--- src/rtl/uart_transmitter.sv ---
// UART transmit engine: start bit, DATA_WIDTH data bits LSB-first, optional parity, one stop bit.
// Each bit lasts `prescale` clocks (clamped to a minimum of 2); all outputs are registered.
module uart_transmitter #(
  parameter int unsigned DATA_WIDTH = 8
) (
  input  logic                  clk,
  input  logic                  reset,
  input  logic [DATA_WIDTH-1:0] parallel_data,
  input  logic                  data_valid,
  input  logic                  parity_enable,
  input  logic                  parity_type,
  input  logic [5:0]            prescale,
  output logic                  serial_data_out,
  output logic                  busy,
  output logic                  tx_done
);

  localparam int unsigned BitW = (DATA_WIDTH > 1) ? $clog2(DATA_WIDTH) : 1;
  localparam logic [BitW-1:0] LastBit = BitW'(DATA_WIDTH - 1);

  typedef enum logic [2:0] {
    StIdle   = 3'd0,
    StStart  = 3'd1,
    StData   = 3'd2,
    StParity = 3'd3,
    StStop   = 3'd4
  } state_e;

  state_e                state_q, state_d;
  logic [5:0]            cnt_q, cnt_d;
  logic [5:0]            presc_q, presc_d;
  logic [BitW-1:0]       bit_q, bit_d;
  logic [DATA_WIDTH-1:0] data_q, data_d;
  logic                  par_en_q, par_en_d;
  logic                  par_q, par_d;
  logic                  tx_q, tx_d;
  logic                  busy_q, busy_d;
  logic                  done_q, done_d;

  logic [5:0] presc_clamped;
  logic       bit_end;

  assign presc_clamped = (prescale < 6'd2) ? 6'd2 : prescale;
  assign bit_end       = (cnt_q == (presc_q - 6'd1));

  always_comb begin
    state_d  = state_q;
    cnt_d    = cnt_q;
    presc_d  = presc_q;
    bit_d    = bit_q;
    data_d   = data_q;
    par_en_d = par_en_q;
    par_d    = par_q;
    tx_d     = 1'b1;
    busy_d   = 1'b1;
    done_d   = 1'b0;

    if (state_q != StIdle) begin
      cnt_d = bit_end ? 6'd0 : cnt_q + 6'd1;
    end

    // tx_d always reflects the bit that will be on the line in the next cycle
    case (state_q)
      StIdle: begin
        busy_d = 1'b0;
        cnt_d  = '0;
        bit_d  = '0;
        if (data_valid) begin
          state_d  = StStart;
          data_d   = parallel_data;
          presc_d  = presc_clamped;
          par_en_d = parity_enable;
          par_d    = (^parallel_data) ^ parity_type;
          tx_d     = 1'b0;
          busy_d   = 1'b1;
        end
      end
      StStart: begin
        tx_d = 1'b0;
        if (bit_end) begin
          state_d = StData;
          tx_d    = data_q[0];
        end
      end
      StData: begin
        tx_d = data_q[0];
        if (bit_end) begin
          if (bit_q == LastBit) begin
            bit_d = '0;
            if (par_en_q) begin
              state_d = StParity;
              tx_d    = par_q;
            end else begin
              state_d = StStop;
              tx_d    = 1'b1;
            end
          end else begin
            bit_d  = bit_q + BitW'(1);
            data_d = data_q >> 1;
            tx_d   = data_q[1];
          end
        end
      end
      StParity: begin
        tx_d = par_q;
        if (bit_end) begin
          state_d = StStop;
          tx_d    = 1'b1;
        end
      end
      StStop: begin
        if (bit_end) begin
          state_d = StIdle;
          busy_d  = 1'b0;
          done_d  = 1'b1;
        end
      end
      default: begin
        state_d = StIdle;
        busy_d  = 1'b0;
        cnt_d   = '0;
        bit_d   = '0;
      end
    endcase
  end

  always_ff @(posedge clk or negedge reset) begin
    if (!reset) begin
      state_q  <= StIdle;
      cnt_q    <= '0;
      presc_q  <= '0;
      bit_q    <= '0;
      data_q   <= '0;
      par_en_q <= 1'b0;
      par_q    <= 1'b0;
      tx_q     <= 1'b1;
      busy_q   <= 1'b0;
      done_q   <= 1'b0;
    end else begin
      state_q  <= state_d;
      cnt_q    <= cnt_d;
      presc_q  <= presc_d;
      bit_q    <= bit_d;
      data_q   <= data_d;
      par_en_q <= par_en_d;
      par_q    <= par_d;
      tx_q     <= tx_d;
      busy_q   <= busy_d;
      done_q   <= done_d;
    end
  end

  assign serial_data_out = tx_q;
  assign busy            = busy_q;
  assign tx_done         = done_q;

endmodule

--- config.mk ---
export PLATFORM = sky130hd
export DESIGN_NAME = uart_transmitter
export DESIGN_NICKNAME = d
export VERILOG_FILES = /design/src/rtl/uart_transmitter.sv
export SDC_FILE = /design/constraint.sdc
export NUM_CORES = 1
export LEC_CHECK = 0
export CELL_PAD_IN_SITES_DETAIL_PLACEMENT = 2
export CELL_PAD_IN_SITES_GLOBAL_PLACEMENT = 2
export CORE_MARGIN = 2
export CORE_UTILIZATION = 35
export CTS_CLUSTER_DIAMETER = 150
export DETAILED_ROUTE_END_ITERATION = 8
export PLACE_DENSITY_LB_ADDON = 0.1
export SLEW_MARGIN = 20
export SYNTH_ARGS = -nofsm -noshare
export SYNTH_HDL_FRONTEND = slang
export SYNTH_SLANG_ARGS = --single-unit
export TNS_END_PERCENT = 1
--- constraint.sdc ---
create_clock -name clk -period 2.2 [get_ports clk]
set_input_delay 0.33 -clock clk [delete_from_list [all_inputs] [get_ports clk]]
set_output_delay 0.33 -clock clk [all_outputs]
set_load 0.02 [all_outputs]
==> metrics.yaml, run 1 <==
status: "finished with violations"
failed_checks: "setup timing"
cts_tree: "done"
layout-drive-gt1-share_pct: 19.7
cts_buffers: 5
nets: 225
ctsRootBufferMaster: "clkbuf_8"
synthDistinctLibCells: 39
die_area_um2: 5430
grt_pass1_wl_um: 7690
synth_warnings: 0
ys_seq_area_share_pct: 45.7
r2r_cells: 10
die_h_um: 73.7
clkTransAtPathRegs_ns: 0.07
hold_class: "input port to asynchronous set/reset pin"
avgRoutedWirePerCell_um: 18.8
synthSimpleGateAreaFrac_pct: 13.6
synth_async_sr_flop_share_pct: 100
synth-compound-area-share_pct: 20.3
hold_viol_final: 0
crit_top_cell: "buf_6"
fin_worst_skew_ns: 0.00767
p_leak_uw: 0.000914
cp-end-kind: "flop"
cpMaxStageDelayCell: "dfrtp_1"
fin_crit_sh_pct: 101
final_common_cell: "dfrtp_1"
postSynthAreaPerCell_um2: 10.1
grt_pass1_vias: 1593
max_freq_mhz: 451
arrival_ns: 2.37
cp_data_required_time_ns: 2.35
crit_type: "flop to flop"
io_buffers: 21
synth_xor_xnor_area_share_pct: 9.79
synth_area_um2: 1700
synthCells: 168
cp_max_fo: 5
place_hpwl_um: 3360
finalPower_uw: 2590
path_buf_inv: 3
critical_path.startpoint: "presc_q[1]"
ys_ff_latch: 31
synth_edf_count: 0
synth_ff_type: "dfrtp_1"
path_cells: "inv_2, ha_4, nand2b_4, a21oi_2, a311o_1, a211oi_4, buf_6, buf_6, o21a_1, o32ai_2"
synth_adder_area_share_pct: 2.95
first_pass_iters: 4
avgViaCountPerCell: 5.55
r2r_slack_ns: -0.02
r2r_end: "bit_q[2]"
area_delta_synth_final_pct: 29.0
antenna_left: 0
setup_viol: 2
worstMarginPinSlew_ns: 0.614
grt_max_degree: 32
cts_sinks: 31
drt_wl_total_um: 4830
clock_path_buffers: 2
grt_setup_unrepaired: "true"
cp-start-kind: "flop"
clk_latency_ns: 0.28
num_antenna_cells: 0
synth.area.mux_share_pct: 3.31
drc: 0
grt_antenna_before_repair: 0
gp_congestion: 0.779
fill_cells: 500
r2r-start: "presc_q[1]"
path_delay_family: "compound AO/OA/AOI/OAI gates"
max_cap_violations: 0
cpPeakStageDelay_ns: 0.41
htree_levels: 2
post-place-ws_ns: -0.0521
setup_slack_ns: -0.0179
slew_headroom_pct: 58.9
maxSlewViolCount: 0
grtUsageTotal_pct: 19.0
p_per_area_nw_per_um2: 1180
rows: 25
core_um2: 4690
ios: 22
die_w_um: 73.7
drtIter0Drc: 27
start_util_pct: 36.2
final_cell_mix: "dfrtp_1, clkdlybuf4s50_1, nor2_1"
ir_worst_vdd_uv: 391
vias: 1426
overflow: 0
syn-num-nets: 191
min_period_ns: 2.22
synth_top_family_by_area: "compound AO/OA/AOI/OAI gates"
-- per-layer routing --
layer / vias to the layer above / track usage (%) / share of wire (%) / routed length (um)
li1: 672 / - / - / -
met1: 729 / 22.8 / 43 / 2090
met2: 20 / 33.9 / 53 / 2550
met3: 5 / 4.12 / 2.9 / 138
met4: 0 / 5.45 / 1.1 / 55
met5: - / 0 / 0 / 0
-- cells by family after synthesis --
group | Yosys count
muxes | 5
DFF | 31
buffers and inverters | 17
xor gates and xnor gates | 19
adders and majority gates | 4
AOI/OAI and AO/OA | 43
and+or+nand+nor | 49
-- worst max-delay path by stage --
stage,end,cells past startpoint
after floorplan,bit_q[1],9
after global placement,cnt_q[5],9
after detailed placement,bit_q[1],9
after CTS,bit_q[1],9
after global routing,bit_q[2],10
final,bit_q[2],10
-- what timing repair did --
action	CTS	global route
pin swaps	1	5
gates resized for setup	2	15
gates cloned	0	1
hold buffers	0	0
buffers inserted	2	3
endpoints found under the setup margin	9	19
-- report_power, final --
group / switching, uW / total, uW / internal [uW]
logic: 537 / 1110 / 576
clock network: 209 / 431 / 222
registers: 249 / 1040 / 793
-- layout make-up --
type / instances / area (um^2) / area share [%]
repair buffers: 35 / 330 / 15.1
flip-flops and latches: 31 / 777 / 35.4
inverters: 9 / 33.8 / 1.54
multi-input cells: 120 / 902 / 41.2
clock inverters: 1 / 5.00 / 0.228
well taps: 54 / 67.6 / 3.08
clock buffers: 7 / 76.3 / 3.48
-- worst register-to-register path, stage by stage, from the launching register on --
cell	delay (ns)
dfrtp_1	0.41
inv_2	0.10
ha_4	0.15
nand2b_4	0.13
a21oi_2	0.06
a311o_1	0.37
a211oi_4	0.33
buf_6	0.17
buf_6	0.11
o21a_1	0.17
o32ai_2	0.09
-- through the flow --
| step | utilization [%] | TNS [ns] | cell area (um^2) | hold WS (ns) | instances |
|---|---|---|---|---|---|
| 2_1_floorplan | - | 0 | 1700 | 0.0344 | 168 |
| 3_3_place_gp | 42.6 | 0 | 2000 | 0.484 | 243 |
| 3_5_place_dp | 42.6 | -0.216 | 2000 | 0.505 | 243 |
| 4_1_cts | 44.7 | 0 | 2100 | 0.468 | 253 |
| 5_1_grt | 46.7 | -0.844 | 2190 | 0.465 | 257 |
| 6_report | 46.7 | -0.0329 | 2190 | 0.442 | 257 |
-- state kept, by name, indices dropped and copies added (netlist names) --
name / cells
bit_q: 3
busy: 1
cnt_q: 6
data_q: 8
par_en_q: 1
par_q: 1
presc_q: 6
serial_data_out: 1
state_q: 3
tx_done: 1
-- cell usage after synthesis, types with 3 or more instances --
cell type | number | area share [%]
dfrtp_1 | 30 | 44
nor2_1 | 18 | 4.0
xnor2_1 | 10 | 5.2
inv_1 | 9 | 2.0
xor2_1 | 9 | 4.6
a2bb2oi_1 | 7 | 3.6
nand2_1 | 7 | 1.5
nor3_1 | 6 | 1.8
o2bb2ai_1 | 6 | 3.1
clkbuf_1 | 5 | 1.1
mux2_2 | 5 | 3.3
nand3_1 | 5 | 1.5
o21ai_0 | 5 | 1.5
a21oi_1 | 4 | 1.2
ha_1 | 4 | 2.9
nand2b_1 | 3 | 1.1
nor2b_1 | 3 | 1.1
o22ai_1 | 3 | 1.1
Note: power is estimated with default switching activity, not from simulation.
==> inputs of run 2 (changes only) <==
PLACE_DENSITY = 0.84   (was unset)
PLACE_DENSITY_LB_ADDON = unset   (was 0.1)
REMOVE_ABC_BUFFERS = 1   (was unset)
==> metrics.yaml, run 2 (synthesis gave the netlist of run 1 again) <==
ctsRootBufferMaster: "clkbuf_8"
p_leak_uw: 0.000941
min_period_ns: 2.15
fin_crit_sh_pct: 97.9
grtUsageTotal_pct: 21.2
grt_pass1_vias: 1655
p_sw_uw: 1070
hold_class: "input port to asynchronous set/reset pin"
ios: 22
max_freq_mhz: 464
dpl_cell_area_um2: 2010
cp_data_required_time_ns: 2.37
cts_tree: "done"
drc: 0
slew_headroom_pct: 65.4
crit_cells: 9
max_cap_violations: 0
drt_wl_total_um: 5560
max_flop_register: "data_q"
utilization_pct: 47.5
nets: 227
io_buffers: 21
htree_levels: 2
stdcell_area_um2: 2230
path_delay_family: "compound AO/OA/AOI/OAI gates"
tns_ns: 0
vias: 1461
avgRoutedWirePerCell_um: 21.5
cp_max_fo: 10
overflow: 0
core_um2: 4690
gp_congestion: 0.772
p_per_area_nw_per_um2: 1260
die_area_um2: 5430
fill_cells: 491
place_hpwl_um: 3750
final_cell_mix: "dfrtp_1, clkdlybuf4s50_1, nor2_1"
fin_worst_skew_ns: 0.00521
die_h_um: 73.7
p_comb_share_pct: 42.2
cts_buffers: 5
cpMaxStageDelayCell: "dfrtp_1"
arrival_ns: 2.32
maxSlewViolCount: 0
first_pass_iters: 4
setup_slack_ns: 0.0463
die_w_um: 73.7
area_delta_synth_final_pct: 31.1
rows: 25
cts_hold_buf: 0
cpPeakStageDelay_ns: 0.42
largest_reg_flops: 8
hold_viol_final: 0
antenna_left: 0
start_util_pct: 36.2
worstMarginPinSlew_ns: 0.519
ir_worst_vdd_uv: 512
grt_max_degree: 32
multiInputGateArea_um2: 891
cp-start-kind: "flop"
r2r_cells: 9
status: "finished clean"
crit_type: "flop to flop"
swShare_pct: 38.1
grt_pass1_wl_um: 8430
layout.area.seq_um2: 777
cts_sinks: 31
clock_path_buffers: 2
grt_antenna_before_repair: 0
hold_slack_ns: 0.448
drtIter0Drc: 68
cp-end-kind: "flop"
p_seq_share_pct: 36.6
final_common_cell: "dfrtp_1"
post-place-ws_ns: -0.163
num_antenna_cells: 0
clkTransAtPathRegs_ns: 0.07
p_int_uw: 1750
clk_latency_ns: 0.29
path_buf_inv: 3
reg.largest.list: "data_q: 8 flops, cnt_q: 6 flops, presc_q: 6 flops"
layout-drive-gt1-share_pct: 20.0
clkPwrFrac_pct: 21.1
path_cells: "inv_2, ha_4, nand3b_1, a311o_1, a211oi_4, buf_6, buf_8, o2bb2ai_1, a2bb2oi_1"
avgViaCountPerCell: 5.64
setup_viol: 0
==> run 2: through the flow <==
stage	total power, uW	cells
finish	2820	259
global route	2990	259
CTS	2690	255
detailed placement	2040	245
global placement	1930	245
floorplan	1650	160
==> run 2: power by group through the flow <==
stage / clock network [uW] / registers (uW) / logic [uW]
CTS: 609 / 1020 / 1070
global route: 627 / 1060 / 1300
floorplan: 0 / 978 / 667
finish: 596 / 1030 / 1190
detailed placement: 0 / 1020 / 1020
global placement: 0 / 996 / 931
==> run 2: timing repair <==
action                     4_1_cts  5_1_grt
resized for setup                5        8
setup buffers                    2        3
gates cloned                     0        1
setup endpoints to repair       10       20
pin swaps                        0        2
==> run 2: area by class of cell <==
type,instances,share of cell area (%)
well taps,54,3.03
multi-input cells,120,40.0
flip-flops and latches,31,34.9
clock inverters,2,1.57
inverters,9,1.52
repair buffers,37,15.3
clock buffers,6,3.71
==> run 2: path summary, 6_finish.rpt <==
check | from | slack, ns | end
max | presc_q[1] | 0.05 | data_q[2]
max in group asynchronous | reset | 1.42 | serial_data_out
min in group clk | bit_q[1] | 0.52 | bit_q[1]
min | reset | 0.45 | cnt_q[3]
min reg2reg | bit_q[1] | 0.52 | bit_q[1]
max reg2reg | presc_q[1] | 0.05 | data_q[2]
==> run 2: metal layers <==
metal,up-vias,track usage [%],share of wire (%)
met2,28,39.4,55
met1,749,23.5,40
met5,-,0,0
li1,669,-,-
met4,0,8.08,2.2
met3,15,4.25,2.4
==> run 2: worst reg2reg max path, stage by stage (launching register included) <==
cell and delay, ns:
dfrtp_1 0.42, inv_2 0.10, ha_4 0.15, nand3b_1 0.10
a311o_1 0.41, a211oi_4 0.30, buf_6 0.18, buf_8 0.14
o2bb2ai_1 0.14, a2bb2oi_1 0.10
==> inputs of run 3 (changes only) <==
CTS_CLUSTER_SIZE = 10   (was unset)
==> results of run 3 <==
Same layout as run 2: the final DEF is identical, and so are final timing and power.
